`config.mk`:
```
export PLATFORM = sky130hd
export DESIGN_NAME = pl_hazard_ctrl
export DESIGN_NICKNAME = d
export VERILOG_FILES = /design/src/rtl/cpu_types_pkg.sv /design/src/rtl/hazard_detect.sv /design/src/rtl/pl_hazard_ctrl.sv
export SDC_FILE = /design/constraint.sdc
export NUM_CORES = 1
export LEC_CHECK = 0
export ABC_AREA = 1
export CORE_MARGIN = 4
export CORE_UTILIZATION = 55
export CTS_BUF_LIST = sky130_fd_sc_hd__clkbuf_8
export CTS_CLUSTER_SIZE = 8
export DETAILED_ROUTE_END_ITERATION = 12
export HOLD_SLACK_MARGIN = 0.03
export PLACE_DENSITY = 0.87
export SETUP_SLACK_MARGIN = 0.4
export SLEW_MARGIN = 20
export SYNTH_ARGS = -nofsm -noshare
export SYNTH_HDL_FRONTEND = slang
export SYNTH_SLANG_ARGS = --single-unit
export TNS_END_PERCENT = 5
```
`constraint.sdc`:
```
create_clock -name CLK -period 2.4 [get_ports CLK]
set_input_delay 0.48 -clock CLK [delete_from_list [all_inputs] [get_ports CLK]]
set_output_delay 0.48 -clock CLK [all_outputs]
set_load 0.05 [all_outputs]
```
`src/rtl/cpu_types_pkg.sv`:
```
// Shared CPU type definitions: register-id width and hazard controller states.
package cpu_types_pkg;

  localparam int REG_W = 5;
  typedef logic [REG_W-1:0] regbits_t;

  typedef enum logic [1:0] {
    RUN    = 2'd0,
    DWAIT  = 2'd1,
    HALTED = 2'd2
  } hzstate_t;

endpackage

```
`src/rtl/hazard_detect.sv`:
```
// Combinational load-use detector: the IF/ID instruction reads the register an ID/EX load writes.
module hazard_detect
  import cpu_types_pkg::*;
(
  input  logic             idex_MemRead,
  input  logic [REG_W-1:0] idex_rt,
  input  logic [REG_W-1:0] ifid_rs,
  input  logic [REG_W-1:0] ifid_rt,
  output logic             load_use
);

  // r0 is hardwired zero, so a load targeting it never creates a dependency
  assign load_use = idex_MemRead && (idex_rt != '0) &&
                    ((idex_rt == ifid_rs) || (idex_rt == ifid_rt));

endmodule

```
`src/rtl/pl_hazard_ctrl.sv`:
```
// Pipeline hazard controller: per-cycle advance/hold/bubble decisions for PC and the four
// pipeline registers, sticky halt, and cycle/stall performance counters.
module pl_hazard_ctrl
  import cpu_types_pkg::*;
#(
  parameter int CNT_W = 32
) (
  input  logic             CLK,
  input  logic             RST,
  input  logic             ihit,
  input  logic             dhit,
  input  logic             exmem_dREN,
  input  logic             exmem_dWEN,
  input  logic             exmem_branch_taken,
  input  logic             idex_MemRead,
  input  logic [REG_W-1:0] idex_rt,
  input  logic [REG_W-1:0] ifid_rs,
  input  logic [REG_W-1:0] ifid_rt,
  input  logic             memwb_halt,
  output logic             pc_WEN,
  output logic             ifid_WEN,
  output logic             idex_WEN,
  output logic             exmem_WEN,
  output logic             memwb_WEN,
  output logic             ifid_flush,
  output logic             idex_flush,
  output logic             exmem_flush,
  output logic             halted,
  output logic [CNT_W-1:0] cycle_count,
  output logic [CNT_W-1:0] stall_count
);

  hzstate_t state, state_nxt;
  logic     squash_pending, squash_nxt;
  logic     load_use;
  logic     dmem_req;

  hazard_detect u_hazard_detect (
    .idex_MemRead (idex_MemRead),
    .idex_rt      (idex_rt),
    .ifid_rs      (ifid_rs),
    .ifid_rt      (ifid_rt),
    .load_use     (load_use)
  );

  assign dmem_req = exmem_dREN | exmem_dWEN;

  always_ff @(posedge CLK) begin
    if (RST) begin
      state          <= RUN;
      squash_pending <= 1'b0;
      cycle_count    <= '0;
      stall_count    <= '0;
    end else begin
      state          <= state_nxt;
      squash_pending <= squash_nxt;
      if (state != HALTED) begin
        cycle_count <= cycle_count + CNT_W'(1);
        if (!pc_WEN) stall_count <= stall_count + CNT_W'(1);
      end
    end
  end

  always_comb begin
    pc_WEN      = 1'b1;
    ifid_WEN    = 1'b1;
    idex_WEN    = 1'b1;
    exmem_WEN   = 1'b1;
    memwb_WEN   = 1'b1;
    ifid_flush  = 1'b0;
    idex_flush  = 1'b0;
    exmem_flush = 1'b0;
    halted      = 1'b0;
    state_nxt   = state;
    squash_nxt  = squash_pending;

    if (state == HALTED) begin
      {pc_WEN, ifid_WEN, idex_WEN, exmem_WEN, memwb_WEN} = '0;
      halted = 1'b1;
    end else if (memwb_halt) begin
      {pc_WEN, ifid_WEN, idex_WEN, exmem_WEN, memwb_WEN} = '0;
      state_nxt  = HALTED;
      squash_nxt = 1'b0;
    end else if (dmem_req && !dhit) begin
      {pc_WEN, ifid_WEN, idex_WEN, exmem_WEN, memwb_WEN} = '0;
      state_nxt = DWAIT;
    end else begin
      state_nxt = RUN;
      if (exmem_branch_taken) begin
        // a fetch still in flight at redirect returns a wrong-path word later
        ifid_flush  = 1'b1;
        idex_flush  = 1'b1;
        exmem_flush = 1'b1;
        squash_nxt  = !ihit;
      end else if (load_use) begin
        pc_WEN     = 1'b0;
        ifid_WEN   = 1'b0;
        idex_flush = 1'b1;
      end else if (!ihit) begin
        pc_WEN     = 1'b0;
        ifid_flush = 1'b1;
      end else if (squash_pending) begin
        ifid_flush = 1'b1;
        squash_nxt = 1'b0;
      end
    end

    // while reset is asserted the datapath sees plain run behaviour
    if (RST) begin
      pc_WEN      = 1'b1;
      ifid_WEN    = 1'b1;
      idex_WEN    = 1'b1;
      exmem_WEN   = 1'b1;
      memwb_WEN   = 1'b1;
      ifid_flush  = 1'b0;
      idex_flush  = 1'b0;
      exmem_flush = 1'b0;
      halted      = 1'b0;
    end
  end

endmodule

```
; After elaboration in Yosys (flattened, before gate mapping)
; Cells that the tools add are included.
[word_totals]
ff_bits = 67
in_bits = 24
memories = 0
output_inout_bits = 73
latch_bits = 0
elab_cells = 70
ramBits = 0
romBits = 0
[classes]
div_mod_pow = 0
mul = 0
shifts = 0
add_sub_neg = 2
order_cmp = 0
n_mux = 45
n_reduce_logical = 10
n_eq_ne = 6
bitwise_logic = 3
[ops]
columns = cell, count
row1 = "adder 32 x 1 -> 32 bit, second input constant", 2
row2 = two-way mux 1 bit, 44
row3 = equality test 5 bit, 2
row4 = nonzero test 5 bit, 1
row5 = "!= test 2 bit, second input constant", 2
row6 = AND reduction 4 bit, 1
row7 = logical AND 1 bit, 3
row8 = "!= test 3 bit, second input constant", 1
row9 = nonzero test 3 bit, 1
row10 = "equality test 2 bit, second input constant", 1
row11 = zero test 1 bit, 2
row12 = two-way mux 2 bit, 1
row13 = NOT 1 bit, 2
row14 = AND reduction 2 bit, 1
row15 = logical OR 1 bit, 1
row16 = bitwise OR 1 bit, 1

; Longest topological paths before layout
[logic_depth]
ltp_word = 11
depth_mapped = 14
mapped_depth_nobuf = 13

; By module
; Synthesis repeated with hierarchy kept, for this count alone.
[unflattened]
cells_unflattened = 670
area_unflattened_um2 = 4072.7
[modules_own_cells]
columns = mod, cells_each, area_per_inst_um2, n_inst, seq_area_each_um2
row1 = pl_hazard_ctrl, 625, 3877.5, 1, 1341.3
row2 = hazard_detect, 45, 195.2, 1, 0.0

; Least setup slack after synthesis
; OpenSTA, ideal clock, no wires.
[synth_timing]
path_type = input port to output port
from = input port exmem_dWEN
to = output port idex_flush
t_required_ps = 1920
cell_stages = 7
path_slack_ps = 86
n_path_buf = 0
t_arrival_ps = 1834
cell_sequence = nor2_1 > nor2_1 > nor3_1 > inv_1 > nor2_1 > inv_1 > a21oi_1
[synth_between]
elab_chain_len = 6
[synth_lines]
columns = item, line_no
row1 = "start, declared", pl_hazard_ctrl.sv:13  ; input logic exmem_dWEN,
row2 = bitwise OR 1 bit, pl_hazard_ctrl.sv:46  ; assign dmem_req = exmem_dREN | exmem_dWEN;
row3 = logical AND 1 bit, pl_hazard_ctrl.sv:84  ; end else if (dmem_req && !dhit) begin
row4 = two-way mux 1 bit, pl_hazard_ctrl.sv:84
row5 = two-way mux 1 bit, pl_hazard_ctrl.sv:80  ; end else if (memwb_halt) begin
row6 = two-way mux 1 bit, pl_hazard_ctrl.sv:77  ; if (state == HALTED) begin
row7 = two-way mux 1 bit, pl_hazard_ctrl.sv:109  ; if (RST) begin
row8 = "end, declared", pl_hazard_ctrl.sv:26  ; output logic idex_flush,
; Every way passes these cells.

; Final worst setup path
[layout_timing]
from = register cycle_count[17]
to = output port cycle_count[17]
[layout_rtl]
columns = item, line_no
row1 = "start, declared", pl_hazard_ctrl.sv:29  ; output logic [CNT_W-1:0] cycle_count,
row2 = "start signal, assigned", pl_hazard_ctrl.sv:58  ; cycle_count <= cycle_count + CNT_W'(1);
; No word-level cell between the ends.

==> run metrics <==
critical path data required time=approximately 1900 ps; final core occ=a little under 80%; total gr overflow=0; TritonCTS clock tree=yes; worst-skew pair later-pin latency=340 ps; status=completed; Die Ht=94.8 µm; initial DRC count=~320; CP Buf/Inv Count=1; Setup violations, final=0; initial antenna violation count=0; cell area after layout=~0.0057 mm²; Layout Skew=~3.4 ps; origin of the critical flop-to-flop path=stall_count[0]; clk sink count=67; Final min period=2160 ps; post-synthesis sequential area ratio=between 30% and 40%; max_cap viols=0; Primary FF master, synth=dfxtp_1; nets=~780; fmax=roughly 460 MHz; number of flops mapped to enable cells by yosys=0; R2R depth=8; CP arrival=1680 ps; hold bufs inserted after CTS=0; post-route ant nets=0; vias per cell=roughly 5.5; IO Pins=97; Worst Setup End Kind=output port; setup ws final=approximately 240 ps; share of the synthesized area in the top cell type=between 30% and 40%; die area=~0.0090 mm²; core area=0.00729 mm²; routed wire length per instance=14.9 µm; relative slew slack=63.5%; number of remaining DRC errors=0; worst reg2reg setup slack=about 400 ps; Crit Reg-Reg Endpoint=stall_count[24]; Min-Delay Endpoint=cycle_count[31]; Hold WS=approximately 500 ps; Startpoint Class=register; All-Layer GR Usage=approximately 29%; Initial Util=56.8%; Crit path largest cell delay=880 ps; hold path depth=2; max-slew violation count=0; synth top area cells=dfxtp_1 32%, nand2_1 16%, nand3_1 7.1%; ant diodes=0; routability cong.=roughly 0.95; Cell Rows=31; placed instance area=0.00534 mm²; Hold Violations, Final=0; worst hold path type=register to register; syn nets=between 600 and 700; pre-CTS worst setup slack=-139 ps; warnings from Yosys=0; Post-Syn Instances=between 600 and 700; first-pass iteration count of the detailed router=8; power per cell area=between 400 and 500 mW/mm²; top cells by count, synth=179 x nand2_1, 67 x dfxtp_1, 67 x inv_1, 62 x nor2_1, 59 x nand3_1; maximum buffer depth of the clock tree=2; fillers=around 560; Synth cell types=31; RSZ-0062 raised after global routing=true; fin crit share=about 90%; most frequent cell after synthesis=nand2_1; vias in the first global route=around 4400; layout cells sized above 1=between 10% and 20%; die width=approximately 95 µm; first-pass GRT wire length=slightly above 20 mm; cts bufs inserted=9; largest net degree at the start of global routing=33; CP max-delay cell=clkdlybuf4s50_1; Vias=4712; Crit Path Class=register to output port; final WL=12.8 mm; clock-pin slew on the worst setup and hold paths=70 ps; worst vdd ir=approximately 230 µV; CP Cell Sequence=clkdlybuf4s50_1; Detailed Place HPWL=between 9 and 10 mm; register area=roughly 0.0013 mm²; area delta synth->final=36.6%; synthesized area=0.00414 mm²; #FFs+latches synth=67; CP max FO=7; Port-buffer cells=96; area taken by multi-input logic gates=~0.0025 mm²; slew of the pin with the lowest slew margin=~550 ps; total power=about 2.6 mW; P_leak=2.18 nW; ys async rst share=0%; hold_sp=cycle_count[31]; clk root buf=clkbuf_8; crit-path leading delay family=buffers and inverters; H-tree depth=3; Avg Cell Area, Syn=6.42 µm²; Yosys top cell by area=dfxtp_1
## cell type report
type	instances	area share, %
multi-input combinational	486	44.4
sequential	67	23.7
timing repair buffer	115	21.0
inverter	72	4.82
clock buffer	10	2.43
tap	99	2.19
clock inverter	5	1.37
## report_power, final
part	switching [mW]	leakage [nW]	internal, mW	total [mW]
registers	0.0151	0.541	1.12	1.14
logic	0.232	1.53	0.146	0.379
clock network	0.451	0.108	0.604	1.05
## metal layers
layer,part of all wire (%),up-vias,wire length [µm],GRT usage [%]
li1,-,2300,-,-
met1,40,2186,5070,34.0
met2,52,199,6630,52.1
met3,6.1,27,783,4.86
met4,2.2,0,276,11.4
met5,0,-,0,0
## state kept, by name (all words and copies together) (netlist names)
name and count:
squash_pending 1, stall_count 32, state 2, cycle_count 32
## logic make-up (layout without fill, tap and decap cells)
group / Yosys count / after routing / synth area share, %
fa+ha+maj: 2 / 2 / 0.604
xor+xnor: 38 / 38 / 8.04
buf+inv: 92 / 202 / 9.12
simple gates: 381 / 381 / 41.7
compound gates: 65 / 65 / 8.16
flops: 67 / 67 / 32.4
## per-stage QoR
stage | cells | TNS, ps
floorplan | 645 | 0
global placement | 833 | -160
detailed placement | 833 | -431
CTS | 853 | 0
global route | 854 | 0
finish | 854 | 0
## worst register-to-register path: stages, from the launching register on
cell	delay [ps]
dfxtp_1	470
ha_1	280
inv_1	120
nor3_4	230
nand2_2	140
nor3_2	280
xor2_1	190
nand3_1	110
a21oi_2	140
## layout by cell type (no fill, tap or decap), drive strengths merged, types with 12 or more instances in the layout
cell,n
nor2,65
a21oi,51
xnor2,12
clkdlybuf4s50,64
nand4,15
dfxtp,67
inv,72
nand2,184
buf,44
xor2,26
nand3,59
nor3,46
## worst max path at each step
stage	to	from	cells past startpoint	slack, ps
5_1_grt	cycle_count[21]	cycle_count[21]	1	190
3_5_place_dp	ifid_flush	idex_rt[1]	13	-140
2_1_floorplan	ifid_WEN	RST	5	280
4_1_cts	stall_count[27]	stall_count[27]	1	230
6_report	cycle_count[17]	cycle_count[17]	1	240
3_3_place_gp	ifid_WEN	idex_rt[3]	13	-60
## repair_timing
item,CTS,global route
cloned,0,0
pin swaps,27,11
resized for setup,106,8
setup endpoints to repair,79,79
setup buffers,5,1
Note: power is estimated with default switching activity, not from simulation.
